$ cat config.mk
export PLATFORM = sky130hd
export DESIGN_NAME = instruction_fetch_unit
export DESIGN_NICKNAME = d
export VERILOG_FILES = /design/src/rtl/cpu_pkg.sv /design/src/rtl/fetch_fifo.sv /design/src/rtl/instruction_fetch_unit.sv
export SDC_FILE = /design/constraint.sdc
export NUM_CORES = 1
export LEC_CHECK = 0
export CORE_MARGIN = 4
export CORE_UTILIZATION = 51
export CTS_CLUSTER_DIAMETER = 80
export DETAILED_ROUTE_END_ITERATION = 7
export MAX_ROUTING_LAYER = met4
export PLACE_DENSITY = 0.92
export SKIP_CTS_REPAIR_TIMING = 1
export SYNTH_ARGS = -nofsm -noshare
export SYNTH_HDL_FRONTEND = slang
export SYNTH_SLANG_ARGS = --single-unit
$ cat constraint.sdc
create_clock -name clk -period 6.1 [get_ports clk]
set_clock_uncertainty 0.2 [all_clocks]
set_input_delay 0.61 -clock clk [delete_from_list [all_inputs] [get_ports clk]]
set_output_delay 0.61 -clock clk [all_outputs]
set_load 0.1 [all_outputs]
$ cat src/rtl/cpu_pkg.sv
// Shared CPU definitions: datapath widths, reset PC, fetch FSM encodings and
// the instruction-alignment helpers used by the fetch unit.
package cpu_pkg;

    localparam int XLEN = 32;
    localparam int ILEN = 32;

    localparam logic [XLEN-1:0] DEFAULT_RESET_PC = 32'h0200_0000;
    localparam logic [XLEN-1:0] INST_ALIGN_INC   = 32'd4;

    // Fetch FSM encodings, kept as plain constants for legacy tools.
    typedef logic [2:0] fetch_state_t;
    localparam fetch_state_t FS_IDLE  = 3'd0;
    localparam fetch_state_t FS_REQ   = 3'd1;
    localparam fetch_state_t FS_WAIT  = 3'd2;
    localparam fetch_state_t FS_FLUSH = 3'd3;
    localparam fetch_state_t FS_ERR   = 3'd4;

    // A fetch PC must be word aligned; anything else halts the fetcher.
    function automatic logic pc_misaligned(input logic [XLEN-1:0] pc);
        return (pc[1:0] != 2'b00);
    endfunction

endpackage

$ cat src/rtl/fetch_fifo.sv
// Small synchronous FIFO holding {pc, instr} pairs between the memory port and
// the decoder. Clear has priority over push and pop in the same cycle.
module fetch_fifo #(
    parameter  int DEPTH = 2,
    parameter  int WIDTH = 64,
    localparam int AW    = $clog2(DEPTH),
    localparam int CW    = AW + 1
) (
    input  logic             clk,
    input  logic             rst,
    input  logic             push,
    input  logic             pop,
    input  logic             clear,
    input  logic [WIDTH-1:0] push_data,
    output logic [WIDTH-1:0] head_data,
    output logic [CW-1:0]    count
);

    logic [WIDTH-1:0] mem_q [DEPTH];
    logic [WIDTH-1:0] mem_d [DEPTH];
    logic [AW-1:0]    wr_ptr_q, wr_ptr_d;
    logic [AW-1:0]    rd_ptr_q, rd_ptr_d;
    logic [CW-1:0]    count_q,  count_d;

    // Next-state for storage, pointers and occupancy.
    always_comb begin
        mem_d    = mem_q;
        wr_ptr_d = wr_ptr_q;
        rd_ptr_d = rd_ptr_q;
        count_d  = count_q;
        if (clear) begin
            wr_ptr_d = {AW{1'b0}};
            rd_ptr_d = {AW{1'b0}};
            count_d  = {CW{1'b0}};
        end else begin
            if (push) begin
                mem_d[wr_ptr_q] = push_data;
                wr_ptr_d        = wr_ptr_q + AW'(1);
            end else begin
                wr_ptr_d = wr_ptr_q;
            end
            if (pop) begin
                rd_ptr_d = rd_ptr_q + AW'(1);
            end else begin
                rd_ptr_d = rd_ptr_q;
            end
            case ({push, pop})
                2'b10:   count_d = count_q + CW'(1);
                2'b01:   count_d = count_q - CW'(1);
                default: count_d = count_q;
            endcase
        end
    end

    // State registers with synchronous reset; entries need no reset because
    // the head is qualified by count.
    always_ff @(posedge clk) begin
        if (rst) begin
            wr_ptr_q <= {AW{1'b0}};
            rd_ptr_q <= {AW{1'b0}};
            count_q  <= {CW{1'b0}};
        end else begin
            wr_ptr_q <= wr_ptr_d;
            rd_ptr_q <= rd_ptr_d;
            count_q  <= count_d;
        end
        mem_q <= mem_d;
    end

    assign head_data = mem_q[rd_ptr_q];
    assign count     = count_q;

endmodule

$ cat src/rtl/instruction_fetch_unit.sv
// Instruction fetch unit: walks the PC through instruction memory with at most
// one outstanding request, buffers returned words and hands them to the
// decoder. A redirect flushes everything and retargets the PC.
module instruction_fetch_unit
    import cpu_pkg::*;
#(
    parameter logic [XLEN-1:0] RESET_PC   = DEFAULT_RESET_PC,
    parameter int              FIFO_DEPTH = 2
) (
    input  logic            clk,
    input  logic            rst,
    input  logic            en,
    output logic            imem_req,
    output logic [XLEN-1:0] imem_addr,
    input  logic            imem_gnt,
    input  logic            imem_rvalid,
    input  logic [XLEN-1:0] imem_rdata,
    input  logic            redirect_valid,
    input  logic [XLEN-1:0] redirect_pc,
    output logic            inst_valid,
    input  logic            inst_ready,
    output logic [ILEN-1:0] instruction_code,
    output logic [XLEN-1:0] inst_pc,
    output logic            fetch_misaligned
);

    localparam int            CW      = $clog2(FIFO_DEPTH) + 1;
    localparam logic [CW-1:0] DEPTH_C = CW'(FIFO_DEPTH);

    fetch_state_t    state_q, state_d;
    logic [XLEN-1:0] pc_q,    pc_d;
    logic [XLEN-1:0] fetch_pc_q, fetch_pc_d;

    logic                   push_s;
    logic                   pop_s;
    logic                   resp_owed_s;
    logic [CW-1:0]          fifo_count_s;
    logic [CW-1:0]          count_next_s;
    logic [XLEN+ILEN-1:0]   fifo_head_s;

    // A response from a cancelled fetch arriving with a redirect is dropped.
    assign push_s = (state_q == FS_WAIT) && imem_rvalid && !redirect_valid;
    assign pop_s  = inst_valid && inst_ready;

    // A response is still owed if one was granted and has not come back yet,
    // including one arriving in this very cycle's grant.
    assign resp_owed_s = ((state_q == FS_REQ) && imem_gnt) ||
                         (((state_q == FS_WAIT) || (state_q == FS_FLUSH)) && !imem_rvalid);

    // Occupancy after this cycle's push/pop, used to decide whether to refetch.
    always_comb begin
        case ({push_s, pop_s})
            2'b10:   count_next_s = fifo_count_s + CW'(1);
            2'b01:   count_next_s = fifo_count_s - CW'(1);
            default: count_next_s = fifo_count_s;
        endcase
    end

    // Fetch FSM and PC update; redirect overrides every state.
    always_comb begin
        state_d    = state_q;
        pc_d       = pc_q;
        fetch_pc_d = fetch_pc_q;
        if (redirect_valid) begin
            pc_d = redirect_pc;
            if (resp_owed_s) begin
                state_d = FS_FLUSH;
            end else if (pc_misaligned(redirect_pc)) begin
                state_d = FS_ERR;
            end else begin
                state_d = FS_REQ;
            end
        end else begin
            case (state_q)
                FS_IDLE: begin
                    if (pc_misaligned(pc_q)) begin
                        state_d = FS_ERR;
                    end else if (en && (fifo_count_s < DEPTH_C)) begin
                        state_d = FS_REQ;
                    end else begin
                        state_d = FS_IDLE;
                    end
                end
                FS_REQ: begin
                    if (imem_gnt) begin
                        fetch_pc_d = pc_q;
                        pc_d       = pc_q + INST_ALIGN_INC;
                        state_d    = FS_WAIT;
                    end else begin
                        state_d = FS_REQ;
                    end
                end
                FS_WAIT: begin
                    if (imem_rvalid) begin
                        if (en && (count_next_s < DEPTH_C)) begin
                            state_d = FS_REQ;
                        end else begin
                            state_d = FS_IDLE;
                        end
                    end else begin
                        state_d = FS_WAIT;
                    end
                end
                FS_FLUSH: begin
                    if (imem_rvalid) begin
                        state_d = FS_IDLE;
                    end else begin
                        state_d = FS_FLUSH;
                    end
                end
                FS_ERR:  state_d = FS_ERR;
                default: state_d = FS_IDLE;
            endcase
        end
    end

    // FSM, PC and in-flight PC registers.
    always_ff @(posedge clk) begin
        if (rst) begin
            state_q    <= FS_IDLE;
            pc_q       <= RESET_PC;
            fetch_pc_q <= RESET_PC;
        end else begin
            state_q    <= state_d;
            pc_q       <= pc_d;
            fetch_pc_q <= fetch_pc_d;
        end
    end

    fetch_fifo #(
        .DEPTH (FIFO_DEPTH),
        .WIDTH (XLEN + ILEN)
    ) u_fetch_fifo (
        .clk       (clk),
        .rst       (rst),
        .push      (push_s),
        .pop       (pop_s),
        .clear     (redirect_valid),
        .push_data ({fetch_pc_q, imem_rdata}),
        .head_data (fifo_head_s),
        .count     (fifo_count_s)
    );

    // All outputs decode registered state only.
    assign imem_req         = (state_q == FS_REQ);
    assign imem_addr        = pc_q;
    assign fetch_misaligned = (state_q == FS_ERR);
    assign inst_valid       = (fifo_count_s != {CW{1'b0}});
    assign instruction_code = inst_valid ? fifo_head_s[ILEN-1:0]         : 32'd0;
    assign inst_pc          = inst_valid ? fifo_head_s[XLEN+ILEN-1:ILEN] : 32'd0;

endmodule

=== Yosys cells after proc, flatten, opt, wreduce, memory -nomap -nowiden ===
Cells that the tools add are included.

* $add $sub $neg: 5
* Magnitude comparators: 5
* Equality and inequality tests: 6
* Muxes and demuxes: 22
* Bitwise logic cells: 3
* Reduce and logical (&&, ||, !) cells: 22

{| class="wikitable"
|+ Operators with widths
! operator !! count
|-
| 64-bit two-way mux || 4
|-
| 32-bit two-way mux || 5
|-
| 128-bit bitwise mux || 1
|-
| 64-bit demux with 1-bit select || 1
|-
| 32-bit by 3-bit adder with 32-bit output (second input constant) || 1
|-
| 3-bit two-way mux || 5
|-
| 3-bit one-hot mux with 5 select lines || 1
|-
| 2-bit nonzero test || 5
|-
| 1-bit logical AND || 8
|-
| 3-bit by 2-bit equality test with 1-bit output (second input constant) || 2
|-
| 2-bit >= comparator (second input constant) || 2
|-
| 2-bit < comparator (second input constant) || 2
|-
| 2-bit two-way mux || 2
|-
| 1-bit NOT with 2-bit output || 2
|-
| 2-bit one-hot mux with 2 select lines || 1
|-
| 2-bit AND reduction || 2
|-
| 3-bit by 1-bit equality test with 1-bit output (second input constant) || 1
|-
| 3-bit equality test (second input constant) || 1
|-
| 3-bit zero test || 1
|-
| 3-bit AND reduction || 1
|-
| 1-bit adder (second input constant) || 2
|-
| 2-bit by 1-bit adder with 2-bit output (second input constant) || 1
|-
| 2-bit by 1-bit equality test with 1-bit output (second input constant) || 1
|-
| 2-bit equality test (second input constant) || 1
|-
| other kinds (7) || 10
|}

* Bits in registers: 199
* Input port bits: 71
* Word-level logic and storage cells: 71

=== Logic depth before layout (Yosys ltp) ===
* Depth after elaboration: 11
* Mapped depth: 9
* Gate-level depth less buffers: 8

=== Cells and area by module ===
A second synthesis with hierarchy kept.

* Cell total of the unflattened synthesis: 701
* Area total of the unflattened synthesis: 8465.6 µm²

{| class="wikitable"
|+ By module, submodules not included
! module !! instances !! cells each !! area each (µm²)
|-
| fetch_fifo || 1 || 217 || 4777.1
|-
| instruction_fetch_unit || 1 || 484 || 3688.5
|}

=== Worst setup path before layout ===
Ideal clock, no wire load.

* Kind: input port to flip-flop
* Start point: in redirect_valid
* End point: reg u_fetch_fifo.mem_q[100] in the netlist's numbering (enable)
* Data arrival time: 3.996 ns
* Path slack: 1.417 ns
* Stages on the path: 5
* Path buffers: 2
* Cell sequence: clkbuf_1 -> inv_1 -> clkbuf_1 -> nand2_1 -> nor2_1

* Cells in the longest elaborated chain, start to end: 3

{| class="wikitable"
|+ RTL lines
! what !! RTL line !! RTL
|-
| start, declared || instruction_fetch_unit.sv:18 || <nowiki>input logic redirect_valid,</nowiki>
|-
| 1-bit zero test || instruction_fetch_unit.sv:42 || <nowiki>assign push_s = (state_q == FS_WAIT) && imem_rvalid && !redirect_valid;</nowiki>
|-
| 1-bit logical AND || instruction_fetch_unit.sv:42 ||
|-
| 2-bit AND reduction (no source line) * || -- ||
|-
| end signal, assigned || fetch_fifo.sv:67 || <nowiki>mem_q <= mem_d;</nowiki>
|-
| end, declared || fetch_fifo.sv:19 || <nowiki>logic [WIDTH-1:0] mem_q [DEPTH];</nowiki>
|}

Mark *: on every way between the ends. The rest lies on a longest branch, timed or not.
A chain may end at the register's enable or synchronous reset.

=== Final worst setup path ===
* Start point: reg u_fetch_fifo.rd_ptr_q
* End point: out instruction_code[18]

* Cells in the longest elaborated chain, start to end: 5

{| class="wikitable"
|+ RTL lines
! what !! RTL line !! RTL
|-
| start, declared || fetch_fifo.sv:22 || <nowiki>logic [AW-1:0] rd_ptr_q, rd_ptr_d;</nowiki>
|-
| start signal, assigned || fetch_fifo.sv:60 || <nowiki>rd_ptr_q <= {AW{1'b0}};</nowiki>
|-
| start signal, assigned || fetch_fifo.sv:64 || <nowiki>rd_ptr_q <= rd_ptr_d;</nowiki>
|-
| 1-bit NOT with 2-bit output (not written as such) || fetch_fifo.sv:70 || <nowiki>assign head_data = mem_q[rd_ptr_q];</nowiki>
|-
| 64-bit two-way mux (not written as such) (3 in a row) || fetch_fifo.sv:70 ||
|-
| 32-bit two-way mux || instruction_fetch_unit.sv:149 || <nowiki>assign instruction_code = inst_valid ? fifo_head_s[ILEN-1:0] : 32'd0;</nowiki>
|-
| end, declared || instruction_fetch_unit.sv:22 || <nowiki>output logic [ILEN-1:0] instruction_code,</nowiki>
|}

Every way passes these cells. The select of a mux whose other input is x is not followed.

==> flow_summary_export.csv <==
group,metric,value,unit
worst_setup_path,max_stage_delay,1150,ps
worst_setup_path,ff2ff_path_depth,4,
synthesis,syn_nets,777,
clock_tree,cts_tree,"yes",
synthesis,mappedNetlistArea,8220,sq um
sta,final-setup-viol-count,0,
sta,fin_crit,4060,ps
global_route,antenna_found_initial,0,
place,dp_hpwl,12.7,mm
cells_and_area,utilization,0.674,
synthesis,synth_seq_cells,199,
clock_tree,cts_made_buffers,17,
synthesis,yosysTopAreaCell,"edfxtp_1",
die,coreArea,15800,sq um
synthesis,synth_top_area_share,0.468,
route,avgViaCountPerCell,5.59,
synthesis,synth_commonest_cells,"edfxtp_1, nor2_1, nand2_1, dfxtp_1, mux2i_1",
route,drc,0,
clock_tree,clk_latency,430,ps
synthesis,ys_warn_count,0,
power,power_leakage,0.00329,uW
synthesis,synth.avg_cell_area,11.7,sq um
route,drtIter0Drc,400,
worst_setup_path,worstPathMaxFanout,45,
power,irDropWorstVdd,0.189,mV
die,ioPinCount,170,
synthesis,async_flop_share,0,
cells_and_area,syn_to_final_growth,29.7,%
sta,fin_crit_sh,0.665,
clock_tree,htreeDepth,4,
global_route,grt_pass1_vias,5763,
worst_setup_path,crit_buf_inv,2,
hold_path,hp-class,"reg2reg",
synthesis,ys.flop_type,"edfxtp_1",
worst_setup_path,arrival,3250,ps
die,rows,46,
die,die_h,135,um
clock_tree,cts_buffer_depth,2,
worst_setup_path,crit_path_end,"instruction_code[18]",
global_route,grt.total_usage,0.218,
sta,finalMaxSlewViolations,0,
power,powerDensity,268,nW/um^2
cells_and_area,fin_nets,927,
sta,rsz0062_at_grt,"no",
status,status,"complete, no violations",
worst_setup_path,worstSetupPathType,"reg2out",
route,drt-total-wl,19.0,mm
global_route,grt_first_pass_wirelength,30.3,mm
route,drt-wirelength-per-cell,17.6,um
route,dr.pass1.iters,5,
worst_setup_path,worstPathRequired,5290,ps
worst_setup_path,worst_setup_path_start_kind,"flop",
sta,max-slew-margin-rel,0.320,
cells_and_area,fill_cells,1128,
worst_setup_path,crit_start,"u_fetch_fifo.rd_ptr_q$_SDFFE_PP0P_",
die,start_util,0.519,
run,maxCapViolCount,0,
worst_setup_path,end_kind,"output pin",
cells_and_area,final_cell_count_no_fill,1083,
global_route,grt_overflow,0,
worst_setup_path,r2r-start,"state_q[2]$_SDFF_PP0_",
place,post-place-cells,1051,
clock_tree,cts-root-buf,"clkbuf_16",
synthesis,synth_area_leaders,"edfxtp_1, dfxtp_1, mux2i_1, nor2_1, nand2_1",
synthesis,ys_seq_area_frac,0.640,
worst_setup_path,crit_path_top_delay_cell,"clkdlybuf4s50_1",
synthesis,syn_inst,704,
place,place.gp.congestion,0.868,
synthesis,synth_most_common_cell,"edfxtp_1",
worst_setup_path,r2r_end,"imem_addr[18]$_SDFFE_PP0P_",
sta,tns,0,ps
synthesis,synth_edf_count,128,
worst_setup_path,path_delay_family,"buffers and inverters",
cells_and_area,n_antenna_cell,0,
cells_and_area,drive_gt1_frac,0.0611,
route,ant_nets,0,
worst_setup_path,cp.depth,4,
place,portBuffers,169,
worst_setup_path,crit_chain,"buf_4 -> mux2i_1 -> nor2_1 -> clkdlybuf4s50_1",
worst_setup_path,reg2reg_slack,3420,ps
global_route,grt_max_degree,66,
clock_tree,clock_sinks,199,
sta,worst_slew_pin_slew,1020,ps
route,vias,6054,
synthesis,ys_types,52,
clock_tree,clk_pin_slew,70,ps
sta,max_freq,247,MHz
die,die_x,135,um
die,dieArea,18200,sq um
sta,timing_hold_violations_final,0,
[per-stage QoR]
step	hold slack [ps]	setup WS, ps	area, sq um	total power, uW
2_1_floorplan	225	1420	8220	1680
3_3_place_gp	231	2570	10100	1790
3_5_place_dp	239	2480	10100	1790
4_1_cts	256	2000	10700	2870
5_1_grt	263	1920	10700	2940
6_report	252	2040	10700	2850
[state kept, by name, summed over array words and instances (netlist names)]
| signal | flops |
|---|---|
| u_fetch_fifo.count | 2 |
| u_fetch_fifo.mem_q | 128 |
| u_fetch_fifo.wr_ptr_q | 1 |
| imem_addr | 32 |
| u_fetch_fifo.rd_ptr_q | 1 |
| state_q | 3 |
| fetch_pc_q | 32 |
[layout make-up]
cell class,count,area [sq um],area share
clock buffers,18,439,0.0412
flip-flops and latches,199,5270,0.494
clock inverters,14,138,0.0129
inverters,8,30.0,0.00282
multi-input cells,450,2760,0.259
well taps,216,270,0.0254
repair buffers,178,1750,0.165
[layout by cell type, fill, tap and decap left out, drive strengths merged, types with 15 or more instances in the layout]
cell type and n:
inv 16, nor2 96, nand4 15, dfxtp 71, mux2i 66, edfxtp 128, clkdlybuf4s50 168, nand2 85
clkbuf 18, a21oi 34
[routing by layer]
metal  global-route usage  share of wire  up-vias
met2                0.366           0.50      224
met1                0.267           0.41     2918
li1                     -              -     2881
met5                    -              0        -
met4               0.0689          0.015        0
met3               0.0451          0.075       31
[cells by family (layout without fill, tap and decap cells)]
group | Yosys count | after routing | share of synthesized area
AND/OR/NAND/NOR | 278 | 278 | 0.160
flip-flops | 199 | 199 | 0.640
AO/OA/AOI/OAI | 89 | 89 | 0.0735
multiplexers | 66 | 66 | 0.0804
buffers and inverters | 55 | 218 | 0.0265
XOR/XNOR | 15 | 15 | 0.0160
adder cells (fa/ha/maj) | 2 | 2 | 0.00304
[where the power goes]
part	leakage [uW]	internal [uW]	switching (uW)	total, uW
registers	0.00163	1450	35.2	1480
logic	0.00138	94.1	188	282
clock network	0.000281	586	504	1090
total	0.00329	2130	727	2850
[how the worst min path moves through the flow]
stage	startpoint	endpoint	slack [ps]	depth (start not counted)
floorplan	fetch_pc_q[4]$_SDFFE_PP0P_	u_fetch_fifo.mem_q[100]$_DFFE_PP_	230	0
global placement	fetch_pc_q[27]$_SDFFE_PP0P_	u_fetch_fifo.mem_q[59]$_DFFE_PP_	230	0
detailed placement	fetch_pc_q[3]$_SDFFE_PP0P_	u_fetch_fifo.mem_q[99]$_DFFE_PP_	240	0
CTS	fetch_pc_q[3]$_SDFFE_PP0P_	u_fetch_fifo.mem_q[35]$_DFFE_PP_	260	0
global route	fetch_pc_q[12]$_SDFFE_PP0P_	u_fetch_fifo.mem_q[108]$_DFFE_PP_	260	0
finish	fetch_pc_q[2]$_SDFFE_PP0P_	u_fetch_fifo.mem_q[34]$_DFFE_PP_	250	0
No activity file was read; power rests on OpenSTA's default activity.
